[src/rtl/sweep_pkg.sv]
// Shared types and constants for the logic sweep driver.
// Optional comparator feature of the top is selected by the SWEEP_COMPARE_EN macro.
package sweep_pkg;

  typedef enum logic [1:0] {
    S_IDLE  = 2'd0,
    S_DRIVE = 2'd1,
    S_DONE  = 2'd2
  } state_t;

  localparam int NUM_VECTORS = 32;
  localparam int VEC_W       = 6;
  localparam int D_W         = 3;

  localparam logic [VEC_W-1:0] LAST_VEC = VEC_W'(NUM_VECTORS - 1);

endpackage

[src/rtl/sweep_hold_counter.sv]
// Hold-time counter: counts 0..HOLD_CYCLES-1 while enabled and strobes last_o
// on the final count, wrapping back to zero.
module sweep_hold_counter #(
  parameter int HOLD_CYCLES = 20
) (
  input  logic clk,
  input  logic rst_n,
  input  logic clr,
  input  logic en,
  output logic last_o
);

  localparam int CNT_W = $clog2(HOLD_CYCLES + 1);
  localparam logic [CNT_W-1:0] LAST = CNT_W'(HOLD_CYCLES - 1);

  logic [CNT_W-1:0] cnt;

  assign last_o = en && (cnt == LAST);

  always_ff @(posedge clk) begin
    if (!rst_n) begin
      cnt <= '0;
    end else if (clr) begin
      cnt <= '0;
    end else if (en) begin
      cnt <= (cnt == LAST) ? '0 : cnt + CNT_W'(1);
    end
  end

endmodule

[src/rtl/logic_sweep_driver.sv]
// Sweeps all 32 {D,B,A} vectors into the logic unit and captures OUT into a truth table.
// Define SWEEP_COMPARE_EN to add the golden-table comparator (pass_o / err_cnt_o).
//
// state   | meaning
// S_IDLE  | waiting for start; outputs parked at 0
// S_DRIVE | vector vec on {d_o,b_o,a_o}, sampled when the hold counter expires
// S_DONE  | one-cycle done pulse, table_valid raised
module logic_sweep_driver
  import sweep_pkg::*;
#(
  parameter int HOLD_CYCLES = 20
`ifdef SWEEP_COMPARE_EN
  ,
  parameter logic [31:0] EXPECTED = 32'h0000_0000
`endif
) (
  input  logic           clk,
  input  logic           rst_n,
  input  logic           start,
  output logic           a_o,
  output logic           b_o,
  output logic [D_W-1:0] d_o,
  input  logic           out_i,
  output logic           busy,
  output logic           done,
  output logic [31:0]    table_o,
  output logic           table_valid
`ifdef SWEEP_COMPARE_EN
  ,
  output logic           pass_o,
  output logic [5:0]     err_cnt_o
`endif
);

  state_t           state;
  logic [VEC_W-1:0] vec;
  logic [VEC_W-1:0] vec_nxt;
  logic             hold_last;
  logic             sample;
  logic             accept;

  assign vec_nxt = vec + VEC_W'(1);
  assign sample  = (state == S_DRIVE) && hold_last;
  assign accept  = (state == S_IDLE) && start;

  sweep_hold_counter #(
    .HOLD_CYCLES (HOLD_CYCLES)
  ) u_hold (
    .clk    (clk),
    .rst_n  (rst_n),
    .clr    (state != S_DRIVE),
    .en     (state == S_DRIVE),
    .last_o (hold_last)
  );

  always_ff @(posedge clk) begin
    if (!rst_n) begin
      state       <= S_IDLE;
      vec         <= '0;
      a_o         <= 1'b0;
      b_o         <= 1'b0;
      d_o         <= '0;
      busy        <= 1'b0;
      done        <= 1'b0;
      table_o     <= '0;
      table_valid <= 1'b0;
    end else begin
      done <= 1'b0;
      case (state)
        S_IDLE: begin
          if (start) begin
            state             <= S_DRIVE;
            vec               <= '0;
            {d_o, b_o, a_o}   <= '0;
            busy              <= 1'b1;
            table_o           <= '0;
            table_valid       <= 1'b0;
          end
        end
        S_DRIVE: begin
          if (hold_last) begin
            table_o[vec[4:0]] <= out_i;
            if (vec == LAST_VEC) begin
              state           <= S_DONE;
              busy            <= 1'b0;
              done            <= 1'b1;
              table_valid     <= 1'b1;
              {d_o, b_o, a_o} <= '0;
            end else begin
              // Next vector goes out on the same edge that samples the current one.
              vec             <= vec_nxt;
              {d_o, b_o, a_o} <= vec_nxt[D_W+1:0];
            end
          end
        end
        S_DONE: begin
          state <= S_IDLE;
        end
        default: begin
          state <= S_IDLE;
        end
      endcase
    end
  end

`ifdef SWEEP_COMPARE_EN
  logic       miss;
  logic [5:0] err_nxt;

  assign miss = (out_i != EXPECTED[vec[4:0]]);

  always_comb begin
    err_nxt = err_cnt_o;
    if (sample && miss && (err_cnt_o != 6'd32)) begin
      err_nxt = err_cnt_o + 6'd1;
    end
  end

  always_ff @(posedge clk) begin
    if (!rst_n) begin
      err_cnt_o <= '0;
      pass_o    <= 1'b0;
    end else if (accept) begin
      err_cnt_o <= '0;
      pass_o    <= 1'b0;
    end else begin
      err_cnt_o <= err_nxt;
      // Uses err_nxt so a miss on the final vector is reflected in pass_o.
      if (sample && (vec == LAST_VEC)) begin
        pass_o <= (err_nxt == 6'd0);
      end
    end
  end
`endif

endmodule

[config.mk]
export PLATFORM = sky130hd
export DESIGN_NAME = logic_sweep_driver
export DESIGN_NICKNAME = d
export VERILOG_FILES = /design/src/rtl/sweep_pkg.sv /design/src/rtl/sweep_hold_counter.sv /design/src/rtl/logic_sweep_driver.sv
export SDC_FILE = /design/constraint.sdc
export NUM_CORES = 1
export LEC_CHECK = 0
export BUFFER_PORTS_ARGS = -buffer_cell sky130_fd_sc_hd__buf_2
export CORE_MARGIN = 2
export CORE_UTILIZATION = 59
export CTS_BUF_LIST = sky130_fd_sc_hd__clkbuf_16
export DETAILED_ROUTE_END_ITERATION = 10
export PLACE_DENSITY = 0.86
export SYNTH_ARGS = -nofsm -noshare
export SYNTH_HDL_FRONTEND = slang
export SYNTH_SLANG_ARGS = --single-unit
[constraint.sdc]
create_clock -name clk -period 3.1 [get_ports clk]
set_input_delay 0.465 -clock clk [delete_from_list [all_inputs] [get_ports clk]]
set_output_delay 0.465 -clock clk [all_outputs]
set_load 0.005 [all_outputs]
==> impl_metrics.json, run 1 <==
{
  "firstDrtPassIters": 6,
  "synth_ff_type": "dfxtp_1",
  "path_delay_family": "compound AO/OA/AOI/OAI gates",
  "hold_viol_final": 0,
  "die_w_um": 69.05,
  "ctsHtreeMaxLevel": 2,
  "drive_gt1_share_pct": 18.75,
  "holdCritStartpoint": "u_hold.cnt[0]$_SDFFE_PP0P_",
  "irDropWorstVdd_mv": 0.3516,
  "cp.depth": 4,
  "grt_pass1_vias": 2015,
  "cp_max_fo": 38,
  "worst-path-buf-inv": 0,
  "viasPerCell": 6.165,
  "syn_nets": 303,
  "cp-end-kind": "flop",
  "post_cts_buffers": 0,
  "overflow": 0,
  "power_leakage_nw": 1.096,
  "avgSynthCellArea_um2": 8.490,
  "worst_slew_pin_slew_ns": 1.103,
  "r2r_cells": 4,
  "drtIter0Drc": 221,
  "drv_cap": 0,
  "relSlewSlack_pct": 26.49,
  "numCtsBuffers": 5,
  "power_switching_mw": 0.2904,
  "worst-setup-path-type": "flop to flop",
  "min_period_over_period_pct": 84.10,
  "outcome": "finished clean",
  "totalPowerFinal_mw": 1.287,
  "arrival_ns": 2.79,
  "cts_sinks": 53,
  "syn-cell-area_mm2": 0.002496,
  "synth_most_common_cell": "dfxtp_1",
  "grt_max_degree": 39,
  "ys_ff_latch": 53,
  "r2r-end": "table_o[28]$_SDFFE_PN0P_",
  "comb_power_share_pct": 5.7,
  "seq_area_frac_synth_pct": 42.51,
  "power.density_mw_per_mm2": 462.6,
  "netSwitchingFraction_pct": 22.56,
  "holdPathEnd": "u_hold.cnt[0]$_SDFFE_PP0P_",
  "period_needed_ns": 2.607,
  "area_growth_syn_to_layout_pct": 11.48,
  "power.internal_mw": 0.9968,
  "finClkSkew_ns": 0.004629,
  "io_buffers": 43,
  "nNetsFinal": 328,
  "synthCells": 294,
  "synth.largest_area_cell": "dfxtp_1",
  "path_clk_slew_ns": 0.06,
  "startpoint_type": "flop",
  "finalWirelength_um": 5832,
  "cp_slowest_stage_delay_ns": 0.90,
  "grt_pass1_wl_um": 9570,
  "finalSetupTns_ns": 0,
  "synthTopCellsByCount": "dfxtp_1, nand2_1, o21ai_0",
  "grt_use_total_pct": 24.60,
  "path_cells": "nand2b_1 > o21ai_2 > nand2_1 > a32o_1",
  "initial_utilization_pct": 61.96,
  "pwr-share-seq_pct": 53.8,
  "clk_latency_ns": 0.29,
  "holdBufCountCts": 0,
  "vias": 2281,
  "async_flop_share_pct": 0,
  "cts_root_buffer": "clkbuf_16",
  "p_clk_share_pct": 40.5,
  "synth-warning-count": 0,
  "final_max_slew_viol_count": 0,
  "whs_path_depth": 1,
  "core_mm2": 0.004029,
  "ctsResizeCount": 0,
  "ant_nets": 0,
  "io_pins": 44,
  "die_area_mm2": 0.004767,
  "worstPathRequired_ns": 3.28,
  "cts_buffer_depth": 2,
  "routabilityCongestion": 0.8253,
  "routedWlPerCell_um": 15.76,
  "yosys.cell_types.count": 48,
  "final-setup-viol-count": 0,
  "diodes": 0,
  "cts_tree": "built",
  "placementRows": 23,
  "synth_enable_flop_cells": 0,
  "r2r_start": "state[0]$_SDFFE_PN0P_",
  "route.detailed.drc": 0,
  "synth_top_area_share_pct": 42.51,
  "rsz0062_at_grt": "false",
  "antenna_found_initial": 0,
  "r2r_setup_slack_ns": 0.49,
  "dieHeight_um": 69.05,
  "crit_slowest_cell": "dfxtp_1",
  "hold_class": "flop to flop",
  "netlist_top_cells_area": "dfxtp_1, a32o_1, o21ai_0",
  "fmax_ghz": 0.3836,
  "place_hpwl_um": 4054
}
==> logic make-up (layout without fill, tap and decap cells) <==
| kind of cell | after synthesis | after routing | synth area share (%) |
|---|---|---|---|
| flip-flops | 53 | 53 | 42.51 |
| adder cells (fa/ha/maj) | 5 | 5 | 2.506 |
| XOR/XNOR | 4 | 4 | 1.404 |
| AO/OA/AOI/OAI | 92 | 92 | 26.47 |
| buffers and inverters | 32 | 58 | 6.365 |
| AND/OR/NAND/NOR | 108 | 108 | 20.75 |
==> layout by cell type, fill, tap and decap left out, types with 2 or more instances in the layout <==
cell,instances
dfxtp_1,53
buf_2,43
nand2_1,42
o21ai_0,36
a32o_1,29
nor2_1,21
nand3_1,17
a21oi_1,10
nand2b_1,8
ha_1,5
clkbuf_16,5
and2_1,4
inv_2,3
inv_1,3
xnor2_1,3
nand4_1,2
a21o_1,2
a31oi_1,2
a22oi_1,2
clkinv_1,2
==> power groups by stage <==
stage                     sequential, mW  combinational (mW)  clock (mW)
final                              0.692              0.0732       0.522
after global routing               0.693              0.0818       0.562
after global placement             0.707              0.0710           0
after CTS                          0.692              0.0716       0.528
after detailed placement           0.708              0.0718           0
after floorplan                    0.701              0.0646           0
==> state kept, by name, summed over array words and instances, names as in the netlist <==
signal       cells
a_o              1
b_o              1
busy             1
d_o              3
done             1
state            2
table_o         32
table_valid      1
u_hold.cnt       5
vec              6
==> per-stage QoR <==
stage,util [%],cell area [µm²],worst slack (ns),hold WS [ns],std cells
finish,69.07,2783,0.4930,0.4505,370
global route,69.07,2783,0.3056,0.4816,370
CTS,69.07,2783,0.5839,0.4521,370
detailed placement,65.65,2645,0.5740,0.4433,362
global placement,65.65,2645,0.6814,0.4317,362
floorplan,-,2496,1.470,0.4177,294
==> worst max-delay path by stage <==
stage                           from                       end  slack (ns)
3_3_place_gp   state[0]$_SDFFE_PN0P_   table_o[1]$_SDFFE_PN0P_        0.68
4_1_cts        state[0]$_SDFFE_PN0P_  table_o[28]$_SDFFE_PN0P_        0.58
5_1_grt        state[0]$_SDFFE_PN0P_   table_o[8]$_SDFFE_PN0P_        0.31
3_5_place_dp   state[0]$_SDFFE_PN0P_  table_o[28]$_SDFFE_PN0P_        0.57
6_report       state[0]$_SDFFE_PN0P_  table_o[28]$_SDFFE_PN0P_        0.49
2_1_floorplan    vec[0]$_SDFFE_PN0P_     state[0]$_SDFFE_PN0P_        1.47
==> per-layer routing <==
metal	up-vias	wire length (µm)	global-route usage (%)
met3	8	405	6.140
met2	86	2741	39.42
met1	1077	2614	32.59
met5	-	0	0
li1	1110	-	-
met4	0	70	7.843
==> area by class of cell <==
class | instances | area (µm²)
Multi-Input combinational cell | 209 | 1276
Fill cell | 328 | 1246
Sequential cell | 53 | 1061
Timing Repair Buffer | 44 | 222.7
Clock buffer | 5 | 125.1
Tap cell | 50 | 62.56
Inverter | 6 | 22.52
Clock inverter | 3 | 12.51
No activity file was read; power rests on OpenSTA's default activity.
==> run 2: changes to the inputs <==
Settings changed: CORE_UTILIZATION 59 to 55, PLACE_DENSITY 0.86 to 0.81.
Clock period 3.1 ns to 2.55 ns, I/O delays scaled along.
==> run 2 against run 1 <==
Effect of this change:
- fmax up 33%
- first-iteration DRC count grew 4.5%
- critical path type unchanged
- core utilization shrank 4.8 points
- via count is 1.4% higher
- die area grew 6.8%
- non-clock buffer count grew 2
- global-route usage is 0.25 points higher
- largest power group unchanged
- register-to-register slack improved by 0.09 ns
==> impl_metrics.json, run 2 (synthesis gave the netlist of run 1 again) <==
{
  "r2r_setup_slack_ns": 0.59,
  "holdBufCountCts": 0,
  "worst-setup-path-type": "flop to flop",
  "crit_start": "u_hold.cnt[0]$_SDFFE_PP0P_",
  "drtIter0Drc": 231,
  "drive_gt1_share_pct": 18.94,
  "period_needed_ns": 1.963,
  "fmax_ghz": 0.5095,
  "layout.cells.non_filler": 374,
  "hold_class": "input port to flop",
  "dieHeight_um": 71.37,
  "ctsResizeCount": 0,
  "worst_slew_pin_slew_ns": 0.4692,
  "grt_max_degree": 43,
  "r2r-end": "table_o[8]$_SDFFE_PN0P_",
  "totalPowerFinal_mw": 1.569,
  "firstDrtPassIters": 5,
  "core_mm2": 0.004354,
  "cts_buffer_depth": 2,
  "ant_nets": 0,
  "final_max_slew_viol_count": 0,
  "power_switching_mw": 0.3571,
  "final-setup-viol-count": 0,
  "dp_cells": 366,
  "irDropWorstVdd_mv": 0.4807,
  "antenna_found_initial": 0,
  "numCtsBuffers": 5,
  "r2r_cells": 5,
  "reg_top3": "table_o: 32 flops, vec: 6 flops, u_hold.cnt: 5 flops",
  "routabilityCongestion": 0.8229,
  "route.detailed.drc": 0,
  "die_area_mm2": 0.005093,
  "routedWlPerCell_um": 15.99,
  "diodes": 0,
  "layout_commonest_cell": "dfxtp_1",
  "cts_root_buffer": "clkbuf_16",
  "viasPerCell": 6.187,
  "rsz0062_at_grt": "false",
  "place_hpwl_um": 4113,
  "path_cells": "ha_1 > nand4bb_1 > a21oi_1 > and2_1 > a32o_1",
  "placementRows": 24,
  "cp_max_fo": 8,
  "clk_latency_ns": 0.29,
  "final_cell_mix": "dfxtp_1, buf_2, nand2_1",
  "setup.worst_path.end": "table_o[8]$_SDFFE_PN0P_",
  "relSlewSlack_pct": 68.72,
  "largest_reg_flops": 32,
  "die_w_um": 71.37,
  "grt_pass1_vias": 2160,
  "drv_cap": 0,
  "cp_slowest_stage_delay_ns": 0.44,
  "cp-end-kind": "flop",
  "initial_utilization_pct": 57.33,
  "path_clk_slew_ns": 0.06,
  "top_register": "table_o",
  "p_clk_share_pct": 40.6,
  "outcome": "finished clean",
  "cts_sinks": 53,
  "power_leakage_nw": 1.115,
  "min_period_over_period_pct": 76.97,
  "nNetsFinal": 330,
  "pwr-share-seq_pct": 53.3,
  "crit_slowest_cell": "and2_1",
  "io_buffers": 43,
  "hold_viol_final": 0,
  "overflow": 0,
  "finalWirelength_um": 5979,
  "power.internal_mw": 1.212,
  "post_cts_buffers": 0,
  "area_growth_syn_to_layout_pct": 12.13,
  "comb_power_share_pct": 6.2,
  "grt_use_total_pct": 24.85,
  "grt_pass1_wl_um": 10160,
  "finClkSkew_ns": 0.003474,
  "finalSetupTns_ns": 0,
  "r2r_start": "u_hold.cnt[0]$_SDFFE_PP0P_",
  "startpoint_type": "flop",
  "io_pins": 44,
  "power.density_mw_per_mm2": 560.4,
  "worstPathRequired_ns": 2.78,
  "arrival_ns": 2.19,
  "vias": 2314,
  "netSwitchingFraction_pct": 22.77,
  "cts_tree": "built",
  "ctsHtreeMaxLevel": 2
}
==> run 2: layout make-up <==
type | count | area [µm²]
sequential | 53 | 1061
clock inverter | 3 | 11.26
multi-input combinational | 209 | 1276
tap | 52 | 65.06
timing repair buffer | 46 | 237.7
clock buffer | 5 | 125.1
fill | 370 | 1555
inverter | 6 | 22.52
==> run 2: worst min path at each step <==
stage	end	startpoint	slack, ns	depth (start not counted)
6_report	state[0]$_SDFFE_PN0P_	start	0.40	3
5_1_grt	state[0]$_SDFFE_PN0P_	start	0.43	3
4_1_cts	state[0]$_SDFFE_PN0P_	start	0.39	3
3_5_place_dp	d_o[1]$_SDFFE_PN0P_	d_o[1]$_SDFFE_PN0P_	0.45	2
3_3_place_gp	u_hold.cnt[0]$_SDFFE_PP0P_	u_hold.cnt[0]$_SDFFE_PP0P_	0.43	1
2_1_floorplan	u_hold.cnt[0]$_SDFFE_PP0P_	u_hold.cnt[0]$_SDFFE_PP0P_	0.42	1
==> run 2: critical path: cells and delay by family, from the launching register on <==
family | cells | cell delay, ns
AND/OR/NAND/NOR | 2 | 0.74
flip-flops | 1 | 0.35
adder cells (fa/ha/maj) | 1 | 0.26
AO/OA/AOI/OAI | 2 | 0.54
==> run 2: routing by layer <==
metal / GRT usage (%) / part of all wire [%]
met1: 33.36 / 45
met2: 39.51 / 47
met3: 4.641 / 5.9
met4: 10.27 / 1.3
met5: 0 / 0
==> run 2: stage by stage <==
stage	setup WS [ns]	area, µm²	utilization, %	hold slack (ns)
floorplan	0.9205	2496	-	0.4177
global placement	0.6783	2663	61.15	0.4297
detailed placement	0.6529	2663	61.15	0.4454
CTS	0.6143	2799	64.28	0.3928
global route	0.4008	2799	64.28	0.4339
finish	0.5873	2799	64.28	0.4017
==> run 2: power groups by stage <==
| stage | clock [mW] | combinational (mW) | sequential [mW] |
|---|---|---|---|
| after global placement | 0 | 0.0931 | 0.854 |
| final | 0.637 | 0.0965 | 0.835 |
| after floorplan | 0 | 0.0785 | 0.853 |
| after detailed placement | 0 | 0.0946 | 0.854 |
| after CTS | 0.642 | 0.0955 | 0.835 |
| after global routing | 0.674 | 0.109 | 0.836 |
